`src/rtl/ser_pkg.sv`:
```
// Shared types and constants for the byte serializer and its receive-side register.
package ser_pkg;

    localparam int unsigned SER_WIDTH = 8;

    typedef enum logic {
        IDLE,
        SHIFT
    } ser_state_t;

    // Bit-counter width for a given word width; never narrower than one bit.
    function automatic int unsigned cnt_width(input int unsigned w);
        return (w < 2) ? 1 : $clog2(w);
    endfunction

endpackage

```
`src/rtl/ser_bit_counter.sv`:
```
// Bit position counter: clear has priority over increment, terminal at WIDTH-1.
module ser_bit_counter
    import ser_pkg::*;
#(
    parameter int unsigned WIDTH = SER_WIDTH,
    parameter int unsigned CNT_W = cnt_width(WIDTH)
) (
    input  logic             clk,
    input  logic             reset,
    input  logic             clr,
    input  logic             inc,
    output logic [CNT_W-1:0] count,
    output logic             terminal_c
);

    always_ff @(posedge clk or negedge reset) begin
        if (!reset) begin
            count <= '0;
        end else if (clr) begin
            count <= '0;
        end else if (inc) begin
            count <= count + CNT_W'(1);
        end
    end

    assign terminal_c = (count == CNT_W'(WIDTH - 1));

endmodule

```
`src/rtl/byte_serializer.sv`:
```
// Parallel-in/serial-out stage, MSB first, with a one-word hold register for gapless words.
module byte_serializer
    import ser_pkg::*;
#(
    parameter int unsigned WIDTH = SER_WIDTH
) (
    input  logic             clk,
    input  logic             reset,
    input  logic [WIDTH-1:0] in_data,
    input  logic             in_valid,
    output logic             in_ready,
    output logic             ser_out,
    output logic             ser_valid,
    output logic             ser_first,
    output logic             ser_last
);

    localparam int unsigned CNT_W = cnt_width(WIDTH);

    ser_state_t       state;
    logic [WIDTH-1:0] shifter;
    logic [WIDTH-1:0] hold;
    logic             hold_full;
    logic [CNT_W-1:0] count;
    logic             terminal_c;
    logic             xfer_c;
    logic             pre_last_c;
    logic             cnt_clr_c;
    logic             cnt_inc_c;

    // in_ready depends only on registered hold state, never on in_valid.
    assign in_ready   = ~hold_full;
    assign xfer_c     = in_valid & in_ready;
    // The shifter is zero whenever idle, so the line rests at 0.
    assign ser_out    = shifter[WIDTH-1];
    assign pre_last_c = (count == CNT_W'(WIDTH - 2));
    assign cnt_clr_c  = (state == IDLE) | terminal_c;
    assign cnt_inc_c  = (state == SHIFT);

    ser_bit_counter #(
        .WIDTH (WIDTH),
        .CNT_W (CNT_W)
    ) u_bit_counter (
        .clk        (clk),
        .reset      (reset),
        .clr        (cnt_clr_c),
        .inc        (cnt_inc_c),
        .count      (count),
        .terminal_c (terminal_c)
    );

    always_ff @(posedge clk or negedge reset) begin
        if (!reset) begin
            state     <= IDLE;
            shifter   <= '0;
            hold      <= '0;
            hold_full <= 1'b0;
            ser_valid <= 1'b0;
            ser_first <= 1'b0;
            ser_last  <= 1'b0;
        end else begin
            case (state)
                IDLE: begin
                    if (xfer_c) begin
                        state     <= SHIFT;
                        shifter   <= in_data;
                        ser_valid <= 1'b1;
                        ser_first <= 1'b1;
                        ser_last  <= 1'b0;
                    end
                end
                SHIFT: begin
                    if (terminal_c) begin
                        // End of word: chain the next word without an idle bit if one is available.
                        ser_first <= 1'b1;
                        ser_last  <= 1'b0;
                        if (hold_full) begin
                            shifter   <= hold;
                            hold      <= '0;
                            hold_full <= 1'b0;
                        end else if (xfer_c) begin
                            shifter <= in_data;
                        end else begin
                            state     <= IDLE;
                            shifter   <= '0;
                            ser_valid <= 1'b0;
                            ser_first <= 1'b0;
                        end
                    end else begin
                        shifter   <= {shifter[WIDTH-2:0], 1'b0};
                        ser_first <= 1'b0;
                        ser_last  <= pre_last_c;
                        if (xfer_c) begin
                            hold      <= in_data;
                            hold_full <= 1'b1;
                        end
                    end
                end
                default: state <= IDLE;
            endcase
        end
    end

endmodule

```
`config.mk`:
```
export PLATFORM = sky130hd
export DESIGN_NAME = byte_serializer
export DESIGN_NICKNAME = d
export VERILOG_FILES = /design/src/rtl/ser_pkg.sv /design/src/rtl/ser_bit_counter.sv /design/src/rtl/byte_serializer.sv
export SDC_FILE = /design/constraint.sdc
export NUM_CORES = 1
export LEC_CHECK = 0
export BUFFER_PORTS_ARGS = -buffer_cell sky130_fd_sc_hd__buf_2
export CORE_AREA = 2 2 68 70
export CTS_CLUSTER_DIAMETER = 40
export DETAILED_ROUTE_END_ITERATION = 8
export DIE_AREA = 0 0 70 72
export GPL_TIMING_DRIVEN = 0
export SLEW_MARGIN = 20
export SYNTH_ARGS = -nofsm -noshare
export SYNTH_HDL_FRONTEND = slang
export SYNTH_SLANG_ARGS = --single-unit
```
`constraint.sdc`:
```
create_clock -name clk -period 2.15 [get_ports clk]
set_input_delay 0.43 -clock clk [delete_from_list [all_inputs] [get_ports clk]]
set_output_delay 0.43 -clock clk [all_outputs]
set_load 0.02 [all_outputs]
```
==> flow_metrics.py, run 1 <==
metrics = {
    "clock_network": {
        "path_clk_slew_ns": 0.09,
        "cts_setup_buffers": 0,
        "cts_buffers": 3,
        "clkSinkCount": 24,
        "ctsHoldBuffers": 0,
        "clock_latency_ns": 0.26,
        "cts_resized": 0,
        "root_buffer": "clkbuf_8",
        "cts_buffer_depth": 2,
        "cts_tree": "done",
        "ctsHtreeMaxLevel": 1,
    },
    "cells_and_area": {
        "final_common_cell": "dfrtp_1",
        "mostFrequentLayoutCells": "dfrtp_1, buf_2, o21ai_1, inv_1, a21oi_1",
        "area_delta_synth_final_pct": 15.45,
        "layout-drive-gt1-share_pct": 21.77,
        "antenna_cells": 0,
        "nets": 164,
    },
    "status": {
        "outcome": "complete, no violations",
    },
    "worst_setup_path": {
        "arrival_ns": 1.92,
        "reg2reg_slack_ns": 0.38,
        "end_kind": "register",
        "r2r_start": "hold_full",
        "r2r_cells": 8,
        "cp_max_fo": 10,
        "cp.required_ns": 2.30,
        "start_kind": "register",
        "rr_endpoint": "shifter[5]",
        "crit_type": "reg -> reg",
    },
    "timing": {
        "report.final.hold_viol_count": 0,
        "setup_viol_count_final": 0,
        "clock.fmax_mhz": 566.0,
        "period_needed_ns": 1.767,
        "fin_setup_tns_ns": 0,
        "slew-limit-headroom_pct": 63.31,
        "drv_slew": 0,
        "fin_crit_sh_pct": 82.18,
        "final.setup_skew_ns": 0.008626,
        "holdWs_ns": 0.1420,
        "rsz0062_at_grt": "false",
        "worstMarginPinSlew_ns": 0.5503,
    },
    "drt": {
        "drt_pass1_iterations": 4,
        "drcViolationCount": 0,
        "wire_per_inst_microns": 15.06,
        "routed_via_density": 5.312,
        "vias": 1057,
        "drt_wl_total_microns": 2996,
        "drtIter0Drc": 51,
        "postRouteAntennaNets": 0,
    },
    "synth": {
        "yosysTopAreaCell": "dfrtp_1",
        "synth_cell_types": 28,
        "syn_area_sq_um": 1264,
        "synth_cells": 128,
        "yosys_warnings": 0,
        "synth_area_leaders": "dfrtp_1, o21ai_1, nand4b_1, ha_1, nor3b_1",
        "syn_avg_cell_area_sq_um": 9.873,
        "yosysSeqAreaShare_pct": 47.52,
        "yosys.area.top_type_share_pct": 47.52,
        "ys_ff_latch": 24,
        "synthesis.nets": 144,
    },
    "placed_design": {
        "gp_congestion": 0.7923,
        "io_buffers": 15,
        "dpl.hpwl_microns": 2043,
    },
    "floorplan": {
        "core_area_sq_um": 4264,
        "num_io_pins": 16,
        "die_area_sq_um": 5040,
        "placementRows": 24,
        "initial_core_util_pct": 29.64,
        "die_y_microns": 72,
        "die_x_microns": 70,
    },
    "grt": {
        "grt_pass1_wl_microns": 4940,
        "grt_pass1_vias": 1000,
        "track_usage_pct": 12.10,
        "antenna_found_initial": 0,
        "overflow": 0,
        "grt_max_degree": 25,
    },
    "flow_run": {
        "maxCapViolations": 0,
    },
    "power_and_ir_drop": {
        "irDropWorstVdd_mv": 0.5400,
        "p_leak_nw": 0.6405,
        "powerDensity_nw_per_um2": 1220,
    },
    "min_path": {
        "hp-class": "in -> async",
    },
}
[routing by layer]
layer / vias up / GRT usage [%] / part of all wire (%)
li1: 497 / - / -
met4: 0 / 3.846 / 0.80
met1: 529 / 17.53 / 48
met3: 4 / 1.667 / 3.5
met2: 27 / 18.84 / 47
met5: - / 0 / 0
[final cells by class]
class / count / area, sq um
repair buffers: 15 / 75.07
well taps: 52 / 65.06
multi-input cells: 80 / 548.0
flip-flops and latches: 24 / 600.6
clock buffers: 4 / 55.05
plain buffers: 9 / 58.81
inverters: 15 / 56.30
fillers: 445 / 2805
[worst max-delay path: stages, from the launching register on]
cell,delay [ns]
dfrtp_1,0.45
nor2b_2,0.14
buf_6,0.15
inv_2,0.07
ha_1,0.18
buf_2,0.19
buf_2,0.22
a21oi_1,0.18
o21ai_1,0.08
[logic make-up after synthesis]
group / after synthesis / synth area share [%]
flip-flops: 24 / 47.53
buffers and inverters: 24 / 9.109
adder cells (fa/ha/maj): 5 / 4.950
AO/OA/AOI/OAI: 46 / 22.77
AND/OR/NAND/NOR: 29 / 15.64
[stage by stage]
step | cell area, sq um | utilization (%) | setup slack [ns] | cells | total power, mW
floorplan | 1264 | - | 0.6043 | 128 | 1.258
global route | 1459 | 34.21 | 0.2791 | 199 | 1.915
CTS | 1459 | 34.21 | 0.3963 | 199 | 1.792
detailed placement | 1404 | 32.92 | 0.3129 | 195 | 1.484
global placement | 1404 | 32.92 | 0.3180 | 195 | 1.453
finish | 1459 | 34.21 | 0.3831 | 199 | 1.779
[synthesized netlist by cell type]
cell and count:
dfrtp_1 24, o21ai_1 17, inv_1 13, a21oi_1 10, nand4b_1 8, nor3b_1 7, o21ai_0 7, a221oi_1 6
buf_2 5, ha_1 5, nand2_1 4, nor2_1 3, clkbuf_1 2, inv_2 2, nand3_1 2, a221oi_2 1
a22o_1 1, a32oi_1 1, a41oi_1 1, and2b_1 1, buf_6 1, buf_8 1, nand2b_1 1, nand3_2 1
nor2b_1 1, nor2b_2 1, o21ai_4 1, o31ai_1 1
[worst max path at each step]
stage              start          to  slack [ns]  cells after the start
6_report       hold_full  shifter[5]        0.38                      8
5_1_grt        hold_full  shifter[6]        0.28                      8
4_1_cts        hold_full  shifter[6]        0.40                      8
3_5_place_dp    in_valid  shifter[3]        0.31                      9
3_3_place_gp    in_valid  shifter[7]        0.32                      9
2_1_floorplan   in_valid  shifter[1]        0.60                      8
[power by group]
part	internal (mW)	leakage, nW	total [mW]	switching [mW]
registers	0.630	0.298	0.741	0.111
logic	0.277	0.313	0.733	0.455
clock network	0.163	0.0288	0.305	0.142
[registers in the layout, indices dropped and copies added, names as in the netlist]
register,cells
cnt_inc_c,1
hold,8
hold_full,1
ser_first,1
ser_last,1
ser_valid,1
shifter,8
u_bit_counter.count,3
Power figures use the tool's default switching activity.
==> inputs of run 2 (changes only) <==
==> constraint.sdc (replaced) <==
create_clock -name clk -period 1.75 [get_ports clk]
set_input_delay 0.35 -clock clk [delete_from_list [all_inputs] [get_ports clk]]
set_output_delay 0.35 -clock clk [all_outputs]
set_load 0.02 [all_outputs]
==> flow_metrics.py, run 2 (synthesized netlist as in run 1, its figures left out) <==
metrics = {
    "grt": {
        "grt_pass1_vias": 996,
        "grt_pass1_wl_microns": 4954,
        "antenna_found_initial": 0,
        "overflow": 0,
        "track_usage_pct": 12.24,
        "grt_max_degree": 25,
    },
    "clock_network": {
        "path_clk_slew_ns": 0.09,
        "cts_buffer_depth": 2,
        "ctsHoldBuffers": 0,
        "root_buffer": "clkbuf_8",
        "clock_latency_ns": 0.26,
        "clkSinkCount": 24,
        "cts_buffers": 3,
        "ctsHtreeMaxLevel": 1,
        "cts_tree": "done",
    },
    "cells_and_area": {
        "largest_registers": "hold x8, shifter x8, u_bit_counter.count x3",
        "mostFrequentLayoutCells": "dfrtp_1, buf_2, o21ai_1, inv_1, a21oi_1",
        "fin_cells": 200,
        "utilization_pct": 34.71,
        "antenna_cells": 0,
        "final_common_cell": "dfrtp_1",
        "layout-drive-gt1-share_pct": 23.65,
        "area_delta_synth_final_pct": 17.13,
        "nets": 165,
    },
    "power_and_ir_drop": {
        "pwr-share-seq_pct": 40.7,
        "p_leak_nw": 0.6505,
        "finalPower_mw": 2.215,
        "powerDensity_nw_per_um2": 1496,
        "irDropWorstVdd_mv": 0.6990,
        "swShare_pct": 39.36,
        "intPower_mw": 1.343,
        "power_frac_comb_pct": 42.6,
        "p_clk_share_pct": 16.7,
        "p_sw_mw": 0.8718,
    },
    "floorplan": {
        "placementRows": 24,
        "die_area_sq_um": 5040,
        "die_x_microns": 70,
        "initial_core_util_pct": 29.64,
        "core_area_sq_um": 4264,
        "die_y_microns": 72,
        "num_io_pins": 16,
    },
    "drt": {
        "postRouteAntennaNets": 0,
        "routed_via_density": 5.280,
        "vias": 1056,
        "wire_per_inst_microns": 15.06,
        "drtIter0Drc": 41,
        "drcViolationCount": 0,
        "drt_wl_total_microns": 3012,
        "drt_pass1_iterations": 4,
    },
    "worst_setup_path": {
        "cp_common_cell": "buf_6",
        "end_kind": "register",
        "path_cells": "nor2b_2 -> buf_6 -> inv_2 -> ha_1 -> clkbuf_4 -> buf_6 -> a21oi_1 -> o21ai_1",
        "worst_path_largest_cell_delay_ns": 0.41,
        "crit_family": "buffers and inverters",
        "rr_endpoint": "shifter[5]",
        "cp_max_fo": 10,
        "cp.required_ns": 1.90,
        "r2r_start": "hold_full",
        "reg2reg_slack_ns": 0.12,
        "r2r_cells": 8,
        "arrival_ns": 1.78,
        "crit_type": "reg -> reg",
        "cp_slowest_cell": "dfrtp_1",
        "crit_buf_inv": 4,
        "start_kind": "register",
    },
    "timing": {
        "final.setup_skew_ns": 0.005036,
        "slew-limit-headroom_pct": 63.85,
        "clock.fmax_mhz": 611.8,
        "rsz0062_at_grt": "false",
        "report.final.hold_viol_count": 0,
        "setup_ws_ns": 0.1155,
        "setup_viol_count_final": 0,
        "fin_crit_sh_pct": 93.40,
        "period_needed_ns": 1.635,
        "worstMarginPinSlew_ns": 0.5422,
        "drv_slew": 0,
    },
    "placed_design": {
        "place_ws_ns": -0.007116,
        "dp.cells": 195,
        "io_buffers": 15,
        "gp_congestion": 0.7923,
        "dpl.hpwl_microns": 2043,
    },
    "min_path": {
        "hp-class": "in -> async",
    },
    "status": {
        "outcome": "complete, no violations",
    },
    "flow_run": {
        "maxCapViolations": 0,
    },
}
## run 2: changes by cell type in the layout (fill, tap and decap cells not counted), sizes merged
cell    previous run  this run
buf               22        21
clkbuf             6         8
## run 2: through the flow
stage	instance area (sq um)	TNS [ns]	hold slack (ns)
floorplan	1264	0	0.05441
global placement	1404	-0.001977	0.3615
detailed placement	1404	-0.01484	0.3705
CTS	1466	0	0.07782
global route	1480	0	0.09540
finish	1480	0	0.06215
## run 2: cell type report
type,instances,area [sq um]
fillers,448,2784
repair buffers,16,82.58
multi-input cells,80,549.3
inverters,15,56.30
well taps,52,65.06
clock buffers,4,55.05
flip-flops and latches,24,600.6
plain buffers,9,71.32
## run 2: power groups by stage
stage                     clock [mW]  sequential [mW]  combinational [mW]
after floorplan                    0            0.927               0.619
after global placement             0            0.908               0.876
after detailed placement           0            0.922               0.901
after CTS                      0.385            0.900               0.933
after global routing           0.408            0.928                1.05
final                          0.371            0.901               0.943
## run 2: how the worst max path moves through the flow
stage | start | end | slack [ns] | cells past startpoint
2_1_floorplan | hold_full | shifter[1] | 0.24 | 8
3_3_place_gp | in_valid | shifter[7] | -0.002 | 9
3_5_place_dp | in_valid | shifter[3] | -0.007 | 9
4_1_cts | cnt_inc_c | shifter[6] | 0.05 | 7
5_1_grt | hold_full | shifter[6] | 0.01 | 8
6_report | hold_full | shifter[5] | 0.12 | 8
## run 2: routing by layer
| metal | vias to the layer above | global-route usage [%] | part of all wire [%] |
|---|---|---|---|
| met3 | 4 | 1.667 | 2.4 |
| met5 | - | 0 | 0 |
| li1 | 500 | - | - |
| met1 | 532 | 17.79 | 49 |
| met2 | 20 | 18.73 | 47 |
| met4 | 0 | 4.487 | 1.0 |
## run 2: worst register-to-register path: stages, from the launching register on
cell,delay (ns)
dfrtp_1,0.41
nor2b_2,0.13
buf_6,0.15
inv_2,0.07
ha_1,0.18
clkbuf_4,0.19
buf_6,0.16
a21oi_1,0.15
o21ai_1,0.08
## run 2: timing repair
item	in CTS	in global routing
buffers inserted	1	0
endpoints found under the setup margin	1	16
gates resized for setup	0	8
==> inputs of run 3 (changes only) <==
--- a/config.mk
+++ b/config.mk
@@ -6,11 +6,12 @@
 export NUM_CORES = 1
 export LEC_CHECK = 0
 export BUFFER_PORTS_ARGS = -buffer_cell sky130_fd_sc_hd__buf_2
-export CORE_AREA = 2 2 68 70
+export CORE_AREA = 2 2 51 53
 export CTS_CLUSTER_DIAMETER = 40
+export CTS_CLUSTER_SIZE = 24
 export DETAILED_ROUTE_END_ITERATION = 8
-export DIE_AREA = 0 0 70 72
-export GPL_TIMING_DRIVEN = 0
+export DIE_AREA = 0 0 53 55
+export PLACE_DENSITY = 0.75
 export SLEW_MARGIN = 20
 export SYNTH_ARGS = -nofsm -noshare
 export SYNTH_HDL_FRONTEND = slang
==> flow_metrics.py, run 3 (synthesized netlist as in run 1, its figures left out) <==
metrics = {
    "timing": {
        "slew-limit-headroom_pct": 62.84,
        "holdWs_ns": 0.001525,
        "fin_crit_sh_pct": 91.49,
        "drv_slew": 0,
        "report.final.hold_viol_count": 0,
        "period_needed_ns": 1.601,
        "worstMarginPinSlew_ns": 0.5574,
        "setup_viol_count_final": 0,
        "final.setup_skew_ns": 0.002141,
        "setup_ws_ns": 0.1489,
        "fin_setup_tns_ns": 0,
        "clock.fmax_mhz": 624.6,
        "rsz0062_at_grt": "false",
    },
    "clock_network": {
        "cts_setup_buffers": 0,
        "clkSinkCount": 24,
        "clock_latency_ns": 0.31,
        "ctsHtreeMaxLevel": 1,
        "root_buffer": "clkbuf_4",
        "ctsHoldBuffers": 0,
        "cts_tree": "done",
        "cts_buffers": 3,
        "path_clk_slew_ns": 0.13,
        "cts_resized": 0,
        "cts_buffer_depth": 2,
    },
    "placed_design": {
        "dp.cells": 170,
        "gp_congestion": 0.8109,
        "io_buffers": 15,
        "placed_area_sq_um": 1363,
        "place_ws_ns": 0.1631,
        "dpl.hpwl_microns": 1762,
    },
    "drt": {
        "drt_wl_total_microns": 2684,
        "drtIter0Drc": 31,
        "vias": 1019,
        "drt_pass1_iterations": 4,
        "routed_via_density": 5.856,
        "postRouteAntennaNets": 0,
        "drcViolationCount": 0,
        "wire_per_inst_microns": 15.43,
    },
    "cells_and_area": {
        "layout-drive-gt1-share_pct": 21.53,
        "largest_registers": "hold x8, shifter x8, u_bit_counter.count x3",
        "fin_area_sq_um": 1399,
        "area_delta_synth_final_pct": 10.69,
        "mostFrequentLayoutCells": "dfrtp_1, o21ai_1, buf_2, inv_1, a21oi_1",
        "final_common_cell": "dfrtp_1",
        "utilization_pct": 59.15,
        "antenna_cells": 0,
        "fin_cells": 174,
        "nets": 161,
    },
    "power_and_ir_drop": {
        "finalPower_mw": 2.088,
        "powerDensity_nw_per_um2": 1492,
        "irDropWorstVdd_mv": 0.9363,
        "p_leak_nw": 0.6258,
    },
    "worst_setup_path": {
        "crit_family": "adder cells",
        "crit_type": "reg -> reg",
        "cp.required_ns": 1.96,
        "cp_slowest_cell": "dfrtp_1",
        "crit_buf_inv": 1,
        "end_kind": "register",
        "cp_max_fo": 8,
        "path_cells": "ha_1 -> ha_1 -> inv_1 -> a221oi_1 -> o21ai_1",
        "arrival_ns": 1.81,
        "cp_common_cell": "ha_1",
        "worst_path_largest_cell_delay_ns": 0.40,
        "start_kind": "register",
    },
    "floorplan": {
        "placementRows": 18,
        "die_y_microns": 55,
        "die_area_sq_um": 2915,
        "die_x_microns": 53,
        "core_area_sq_um": 2365,
        "num_io_pins": 16,
        "initial_core_util_pct": 53.44,
    },
    "min_path": {
        "hp-class": "in -> async",
    },
    "grt": {
        "antenna_found_initial": 0,
        "grt_pass1_wl_microns": 4567,
        "overflow": 0,
        "track_usage_pct": 21.54,
        "grt_pass1_vias": 966,
        "grt_max_degree": 25,
    },
    "status": {
        "outcome": "complete, no violations",
    },
    "flow_run": {
        "maxCapViolations": 0,
    },
}
run 3: cell types whose count changed in the layout (fill, tap and decap cells not counted):
cell	before	now
clkbuf_4	2	3
buf_4	1	6
and2b_1	0	1
and2b_2	1	0
clkbuf_1	1	0
clkbuf_2	1	0
buf_8	1	0
clkbuf_8	4	1
buf_6	2	0
buf_2	17	15
run 3: final timing paths:
path / start / end / slack [ns] / cells past startpoint
setup / recovery: u_bit_counter.count[0] / shifter[7] / 0.15 / 5
min in group clk: in_data[4] / hold[4] / 0.29 / 3
hold / removal: reset / shifter[6] / 0.002 / 1
setup reg to reg: u_bit_counter.count[0] / shifter[7] / 0.15 / 5
max in group asynchronous: reset / shifter[0] / 1.39 / 1
hold reg to reg: u_bit_counter.count[0] / u_bit_counter.count[0] / 0.48 / 1
run 3: area by class of cell:
type | count | area [sq um]
tap | 30 | 37.54
timing repair buffer | 21 | 120.1
multi-input combinational | 80 | 548.0
sequential | 24 | 600.6
clock buffer | 4 | 36.28
inverter | 15 | 56.30
fill | 218 | 965.9
run 3: worst register-to-register path: stages, from the launching register on:
cell	delay, ns
dfrtp_1	0.40
ha_1	0.18
ha_1	0.32
inv_1	0.22
a221oi_1	0.27
o21ai_1	0.12
run 3: power by group:
part,switching [mW],internal (mW),total [mW]
clock network,0.171,0.127,0.298
logic,0.550,0.343,0.892
registers,0.124,0.773,0.897
total,0.845,1.24,2.09
run 3: routing by layer:
layer,GRT usage (%),wire (microns),up-vias,share of wire (%)
met1,29.79,1248,497,46
met4,8.120,17,0,0.63
met2,35.00,1254,30,47
met3,2.419,164,2,6.1
met5,0,0,-,0
li1,-,-,490,-
